===== config.mk =====
export PLATFORM = sky130hd
export DESIGN_NAME = sysbus_responder
export DESIGN_NICKNAME = d
export VERILOG_FILES = /design/src/rtl/sysbus_responder.sv
export SDC_FILE = /design/constraint.sdc
export NUM_CORES = 1
export LEC_CHECK = 0
export BUFFER_PORTS_ARGS = -buffer_cell sky130_fd_sc_hd__buf_2
export CAP_MARGIN = 10
export CORE_ASPECT_RATIO = 0.5
export CORE_UTILIZATION = 62
export DETAILED_ROUTE_END_ITERATION = 6
export PLACE_DENSITY_LB_ADDON = 0.15
export SYNTH_ARGS = -nofsm -noshare
export SYNTH_HDL_FRONTEND = slang
export SYNTH_SLANG_ARGS = --single-unit

===== constraint.sdc =====
create_clock -name clk -period 3.5 [get_ports clk]
set_clock_uncertainty 0.05 [all_clocks]
set_input_delay 0.175 -clock clk [delete_from_list [all_inputs] [get_ports clk]]
set_output_delay 0.175 -clock clk [all_outputs]
set_load 0.005 [all_outputs]

===== src/rtl/sysbus_responder.sv =====
// Purpose : single-outstanding register-bank responder on a valid/ready command/response bus.
// Latency : response valid exactly WAIT_CYC+1 cycles after the command is accepted.
// Backpressure: rsp_valid/rdata/error are held until rsp_ready; cmd_ready stays low until the response is taken.
//
// Ports:
//   clk, rst               - single clock, synchronous active-high reset
//   cmd_valid/cmd_ready    - command handshake; cmd_addr/we/wem/wdata sampled only on accept
//   rsp_valid/rsp_ready    - response handshake; rsp_rdata/rsp_error are zero when rsp_valid is low
//
// Word 0 is a read-only ID word; words 1..DEPTH-1 are byte-writable RAM cleared by reset.
module sysbus_responder #(
  parameter logic [31:0] BASE_ADDR = 32'h0000_2000,
  parameter int          DEPTH     = 16,
  parameter int          WAIT_CYC  = 1
) (
  input  logic        clk,
  input  logic        rst,
  input  logic        cmd_valid,
  output logic        cmd_ready,
  input  logic [31:0] cmd_addr,
  input  logic        cmd_we,
  input  logic [3:0]  cmd_wem,
  input  logic [31:0] cmd_wdata,
  output logic        rsp_valid,
  input  logic        rsp_ready,
  output logic [31:0] rsp_rdata,
  output logic        rsp_error
);

  localparam int          AW      = (DEPTH > 1) ? $clog2(DEPTH) : 1;
  localparam logic [31:0] SPAN    = 32'(4 * DEPTH);
  localparam logic [31:0] ID_WORD = 32'h5350_0001;

  localparam logic [1:0] S_IDLE = 2'd0;
  localparam logic [1:0] S_WAIT = 2'd1;
  localparam logic [1:0] S_RESP = 2'd2;

  logic [1:0]  state_q, state_d;
  logic [3:0]  cnt_q, cnt_d;
  logic [31:0] rdata_q, rdata_d;
  logic        error_q, error_d;
  logic [31:0] mem_q [DEPTH];
  logic [31:0] mem_d [DEPTH];

  logic [31:0]   off;
  logic          hit;
  logic [AW-1:0] idx;
  logic          accept;

  // Ready comes from registered state only; rst masks it so no command is
  // ever offered as accepted during a reset cycle.
  assign cmd_ready = (state_q == S_IDLE) && !rst;
  assign accept    = cmd_valid && cmd_ready;

  // Wrapping subtraction makes addresses below the base land far above SPAN.
  assign off = cmd_addr - BASE_ADDR;
  assign hit = (off[1:0] == 2'b00) && (off < SPAN);
  assign idx = off[AW+1:2];

  always_comb begin
    state_d = state_q;
    cnt_d   = cnt_q;
    rdata_d = rdata_q;
    error_d = error_q;
    mem_d   = mem_q;
    // Word 0 is a constant; keeping it in the array lets reads use one mux.
    mem_d[0] = ID_WORD;

    case (state_q)
      S_IDLE: begin
        if (accept) begin
          if (WAIT_CYC == 0) begin
            state_d = S_RESP;
          end else begin
            state_d = S_WAIT;
            cnt_d   = 4'(WAIT_CYC - 1);
          end
          error_d = !hit;
          rdata_d = (hit && !cmd_we) ? mem_q[idx] : 32'h0;
          if (hit && cmd_we && (idx != '0)) begin
            for (int b = 0; b < 4; b++) begin
              if (cmd_wem[b]) begin
                mem_d[idx][8*b +: 8] = cmd_wdata[8*b +: 8];
              end
            end
          end
        end
      end
      S_WAIT: begin
        if (cnt_q == 4'd0) begin
          state_d = S_RESP;
        end else begin
          cnt_d = cnt_q - 4'd1;
        end
      end
      S_RESP: begin
        if (rsp_ready) begin
          state_d = S_IDLE;
          rdata_d = 32'h0;
          error_d = 1'b0;
        end
      end
      default: begin
        state_d = S_IDLE;
        cnt_d   = 4'd0;
        rdata_d = 32'h0;
        error_d = 1'b0;
      end
    endcase
  end

  always_ff @(posedge clk) begin
    if (rst) begin
      state_q <= S_IDLE;
      cnt_q   <= 4'd0;
      rdata_q <= 32'h0;
      error_q <= 1'b0;
      for (int i = 0; i < DEPTH; i++) begin
        mem_q[i] <= (i == 0) ? ID_WORD : 32'h0;
      end
    end else begin
      state_q <= state_d;
      cnt_q   <= cnt_d;
      rdata_q <= rdata_d;
      error_q <= error_d;
      mem_q   <= mem_d;
    end
  end

  // The response register is loaded at accept, so it must be masked while
  // the transaction is still waiting out its wait states.
  assign rsp_valid = (state_q == S_RESP);
  assign rsp_rdata = rsp_valid ? rdata_q : 32'h0;
  assign rsp_error = rsp_valid ? error_q : 1'b0;

endmodule


======== Word level (Yosys, flattened, before mapping) ========
Cells that the tools add are included.
cells by class
  add/subtract/negate cells ............... 2
  multipliers ............................. 0
  div/mod/pow operators ................... 0
  order comparisons ....................... 3
  eq/ne operators ......................... 6
  shift-type cells ........................ 0
  muxes and demuxes ....................... 44
  bitwise gates (word level) .............. 6
  reduce and logical (&&, ||, !) cells .... 19
operators by type and width
  operator                number
  $mux 512                13
  $bwmux 512              4
  $demux 32 s4            4
  $mux 32                 7
  $bmux 32 s4             1
  $pmux 32 s3             1
  $lt 32x7->1 const B     1
  $sub 32x14->32 const B  1
  $mux 24                 1
  $mux 16                 1
  $pmux 4 s3              1
  $reduce_and 3->1        4
  $mux 4                  2
  $mux 8                  1
  $logic_and 1x1->1       7
  $mux 2                  3
  $ne 2x2->1 const B      3
  $pmux 2 s3              1
  $ge 5x5->1 const B      1
  $lt 5x1->1 const B      1
  $not 1->1               5
  $not 4->5               1
  $logic_not 2->1         2
  $logic_not 4->1         1
  other kinds (9)         13
word-level totals
  flip-flop bits (word level) ............. 551
  latch bits .............................. 0
  RAM bits ................................ 0
  bits in read-only memories .............. 0
  bits of input ports ..................... 73
  output and inout port bits .............. 35
  logic and storage cells ................. 100
  memories ................................ 0

======== Logic depth before layout (Yosys ltp) ========
  depth after elaboration ................. 23
  depth in mapped cells ................... 11

======== Least setup slack after synthesis ========
OpenSTA, ideal clock, no wires.
  path kind ............................... input to register
  start ................................... input port cmd_addr[2]
  end ..................................... register rdata_q[10]
  setup time .............................. 0.128 ns
  arrival time ............................ 2.329 ns
  slack ................................... 0.993 ns
  stages on the path ...................... 7
  buffers on the path ..................... 3
  path through ............................ clkbuf_1 -> buf_2 -> buf_1 -> mux4_2 -> mux4_2 -> inv_1 -> o21ai_0
on the way
  longest elaborated chain between the ends .. 8
  elaborated cells between the ends (all ways) .. 11
  classes of those cells .................. add/sub: 1; order compare: 1; mux: 6; bitwise: 1; reduce/logical: 2
ends and longest elaborated chain
  what                                                                 RTL line  source
  start, declared                                                      20        input logic [31:0] cmd_addr,
  $sub 32x14->32 *                                                     56        assign off = cmd_addr - BASE_ADDR;
  parallel branches: the longest is 4 deep, another holds $lt 32x7->1  n/a
  $mux 32 *                                                            79        rdata_d = (hit && !cmd_we) ? mem_q[idx] : 32'h0;
  $mux 32 *                                                            71        if (accept) begin
  $pmux 32 s3 *                                                        69        case (state_q)
  end signal, assigned                                                 124       rdata_q <= rdata_d;
  end, declared                                                        40        logic [31:0] rdata_q, rdata_d;
Mark *: on every way between the ends. The select of a mux whose other input is x is not followed.
A chain may end at the register's enable or synchronous reset.

======== Worst setup path in the final report ========
  start ................................... input port rst
  end ..................................... register mem_q[380] in the netlist's numbering
on the way
  longest elaborated chain between the ends .. 4
ends and longest elaborated chain
  what                               RTL line  source
  start, declared                    17        input logic rst,
  $logic_not 1->1                    52        assign cmd_ready = (state_q == S_IDLE) && !rst;
  $logic_and 1x1->1                  52
  $logic_and 1x1->1                  53        assign accept = cmd_valid && cmd_ready;
  $reduce_and 3->1 (no source line)  n/a
  end signal, assigned by index      119       mem_q[i] <= (i == 0) ? ID_WORD : 32'h0;
  end signal, assigned               126       mem_q <= mem_d;
  end, declared                      42        logic [31:0] mem_q [DEPTH];
Parallel ways exist; a longest one is shown, timed or not.

==> results.md <==
* DR vias at 16800
* Worst min path class: in2reg
* Yosys reg bits at 551
* Top cell type by total area after synthesis: dfxtp_1
* CTS root buf: clkbuf_16
* Tcrit/Tclk final at 0.805
* H-tree levels at 2
* YS warnings at 0
* Worst slew pin tran at 1.05 ns
* Post-CTS setup buffer count at 0
* Maximum VDD drop at 0.370 mV
* Sinks on Clock Net at 551
* Synth Instances at 2233
* CTS clock-pin slew for the worst setup and hold paths at 0.07 ns
* Post-CTS Hold Buffers at 4
* # diodes at 0
* Die area at 0.0430 mm²
* Die Height at 147 µm
* Top_reg_cell synth: dfxtp_1
* Post-synth EDFFs at 0
* DRC viols at 0
* Final HPWL DP at 37.7 mm
* P_leak at 13.5 nW
* Final nets at 2373
* Layout cells sized above 1 at 0.196
* Initial DRC Count at 1237
* Post-CTS Resized at 0
* Cell Rows at 52
* Initial antenna violation count at 0
* Post-Layout Cell Count at 2873
* Register area share after synthesis at 0.422
* Tmin final at 2.82 ns
* CORE AREA at 0.0410 mm²
* Synthesized area at 0.0261 mm²
* Syn-to-layout area delta at 11.1%
* Final setup vio count at 0
* Library cells used by synthesis at 43
* Final RePlAce weighted congestion at 0.826
* Number of buffers added on ports at 107
* Via/cell ratio at 5.84
* Setup TNS at 0 ns
* Async SR Flop Fraction at 0
* Yosys top cell area share at 0.422
* CTS tree: built
* Status: complete, no violations
* Avg WL per Cell at 21.4 µm
* Pwr per Cell Area at 450 mW/mm²
* Top cells by area in the synthesized netlist: dfxtp_1, mux2i_1, mux4_2
* Post-Place Cells at 2782
* CP Max Fanout at 83
* Worst Setup Start Kind: primary input
* Commonest non-fill, non-tap cell in the layout: dfxtp_1
* Endpoint class of the critical path: flip-flop
* Layout fillers at 2957
* Fmax at 0.355 GHz
* Slowest library cell on the worst path: nand3_1
* Critical path cell sequence: dlygate4sd3_1 > buf_8 > nor4b_2 > nand3_1 > nor2_1 > nand4_4 > mux2i_1
* Critical path class: in2reg
* GR Overflow Total at 0
* RSZ-0062 raised after global routing: no
* Vias in the first global route at 17100
* Commonest cells after routing, fill and taps aside: dfxtp_1, nand2b_1, mux2i_1, mux4_2, buf_2
* Max-cap violations at 0
* Crit-path max cell delay at 0.75 ns
* CTS buffer count at 49
* Die span in x at 292 µm
* GRT Resource Usage Total at 0.292
* Initial Utilization at 0.638
* Final Slew Violations at 0
* # IOs at 108
* Remaining antenna violation count at 0
* Worst slew margin at 0.298
* Final WL at 61.5 mm
* Worst-case clock buffer depth at 3
* Worst endpoint data arrival time at 3.20 ns
* 1st-pass router iterations at 5
* Syn avg cell area at 11.7 µm²
* Largest net degree at the start of global routing at 143
* First-pass GRT wire length at 98.0 mm
* Worst-skew pair later-pin latency at 0.58 ns
* CP required at 3.88 ns
* Final Hold Viols at 0
==> critical path, delay by kind of cell <==
kind                   cells  cell delay [ns]
buffers and inverters      2             0.82
multiplexers               1             0.21
AND/OR/NAND/NOR            4             1.97
==> through the flow <==
step,util,instance area (µm²),worst slack [ns],hold slack (ns),total power [mW]
detailed placement,0.664,27200,0.425,0.384,7.31
global route,0.709,29000,0.618,0.0464,13.5
CTS,0.709,29000,0.793,0.0213,13.2
finish,0.709,29000,0.682,0.0421,13.1
floorplan,-,26200,0.993,0.298,7.05
global placement,0.664,27200,0.468,0.376,7.31
==> cell usage after synthesis (9+ instances only) <==
cell and instances:
buf_1 14, nand2b_1 515, buf_6 11, nor4_1 10
and2_1 34, dfxtp_1 551, nand4_4 56, nor2_1 74
nand3_1 9, o21ai_0 32, nand2_1 46, mux2i_1 480
clkbuf_1 126, mux4_2 160, buf_2 11, inv_1 39
==> sequential cells by signal (all words and copies together) (netlist names) <==
signal	cells
rdata_q	32
error_q	1
mem_q	512
cnt_q	4
state_q	2
==> where the power goes <==
group          internal [mW]  switching (mW)  leakage [nW]  total [mW]
logic                  0.337           0.516          8.16       0.853
clock network           3.48            2.43         0.873        5.90
registers               6.30          0.0224          4.45        6.32
total                   10.1            2.97          13.5        13.1
==> final timing paths <==
kind | start | slack (ns) | depth (start not counted) | end
worst min-delay path | cmd_wdata[15] | 0.04 | 4 | mem_q[175]$_SDFFE_PP0P_
worst max register to register | state_q[1]$_SDFFE_PP0P_ | 0.71 | 5 | mem_q[380]$_SDFFE_PP0P_
worst min register to register | rdata_q[26]$_SDFFE_PP0P_ | 0.39 | 2 | rdata_q[26]$_SDFFE_PP0P_
worst max-delay path | rst | 0.68 | 7 | mem_q[380]$_SDFFE_PP0P_
==> routing by layer <==
metal / up-vias / track usage / part of all wire
met2: 352 / 0.480 / 0.47
met3: 71 / 0.0440 / 0.052
li1: 7947 / - / -
met4: 0 / 0.0576 / 0.015
met5: - / 0 / 0
met1: 8400 / 0.414 / 0.46
==> cell type report <==
type,instances,area [µm²],area share
flip-flops and latches,551,11000,0.380
clock buffers,70,1490,0.0512
repair buffers,151,1060,0.0367
clock inverters,17,278,0.00956
well taps,540,676,0.0233
inverters,39,146,0.00504
multi-input cells,1505,14400,0.494
==> cell families (layout without fill, tap and decap cells) <==
family,count (synthesis),in the layout,share of synthesized area
buf+inv,207,277,0.0343
flops,551,551,0.422
other cells,2,32,0.000287
fa+ha+maj,3,3,0.00144
simple gates,778,778,0.208
mux,640,640,0.322
compound gates,47,47,0.0102
xor+xnor,5,5,0.00168
(Power assumes the default switching activity.)
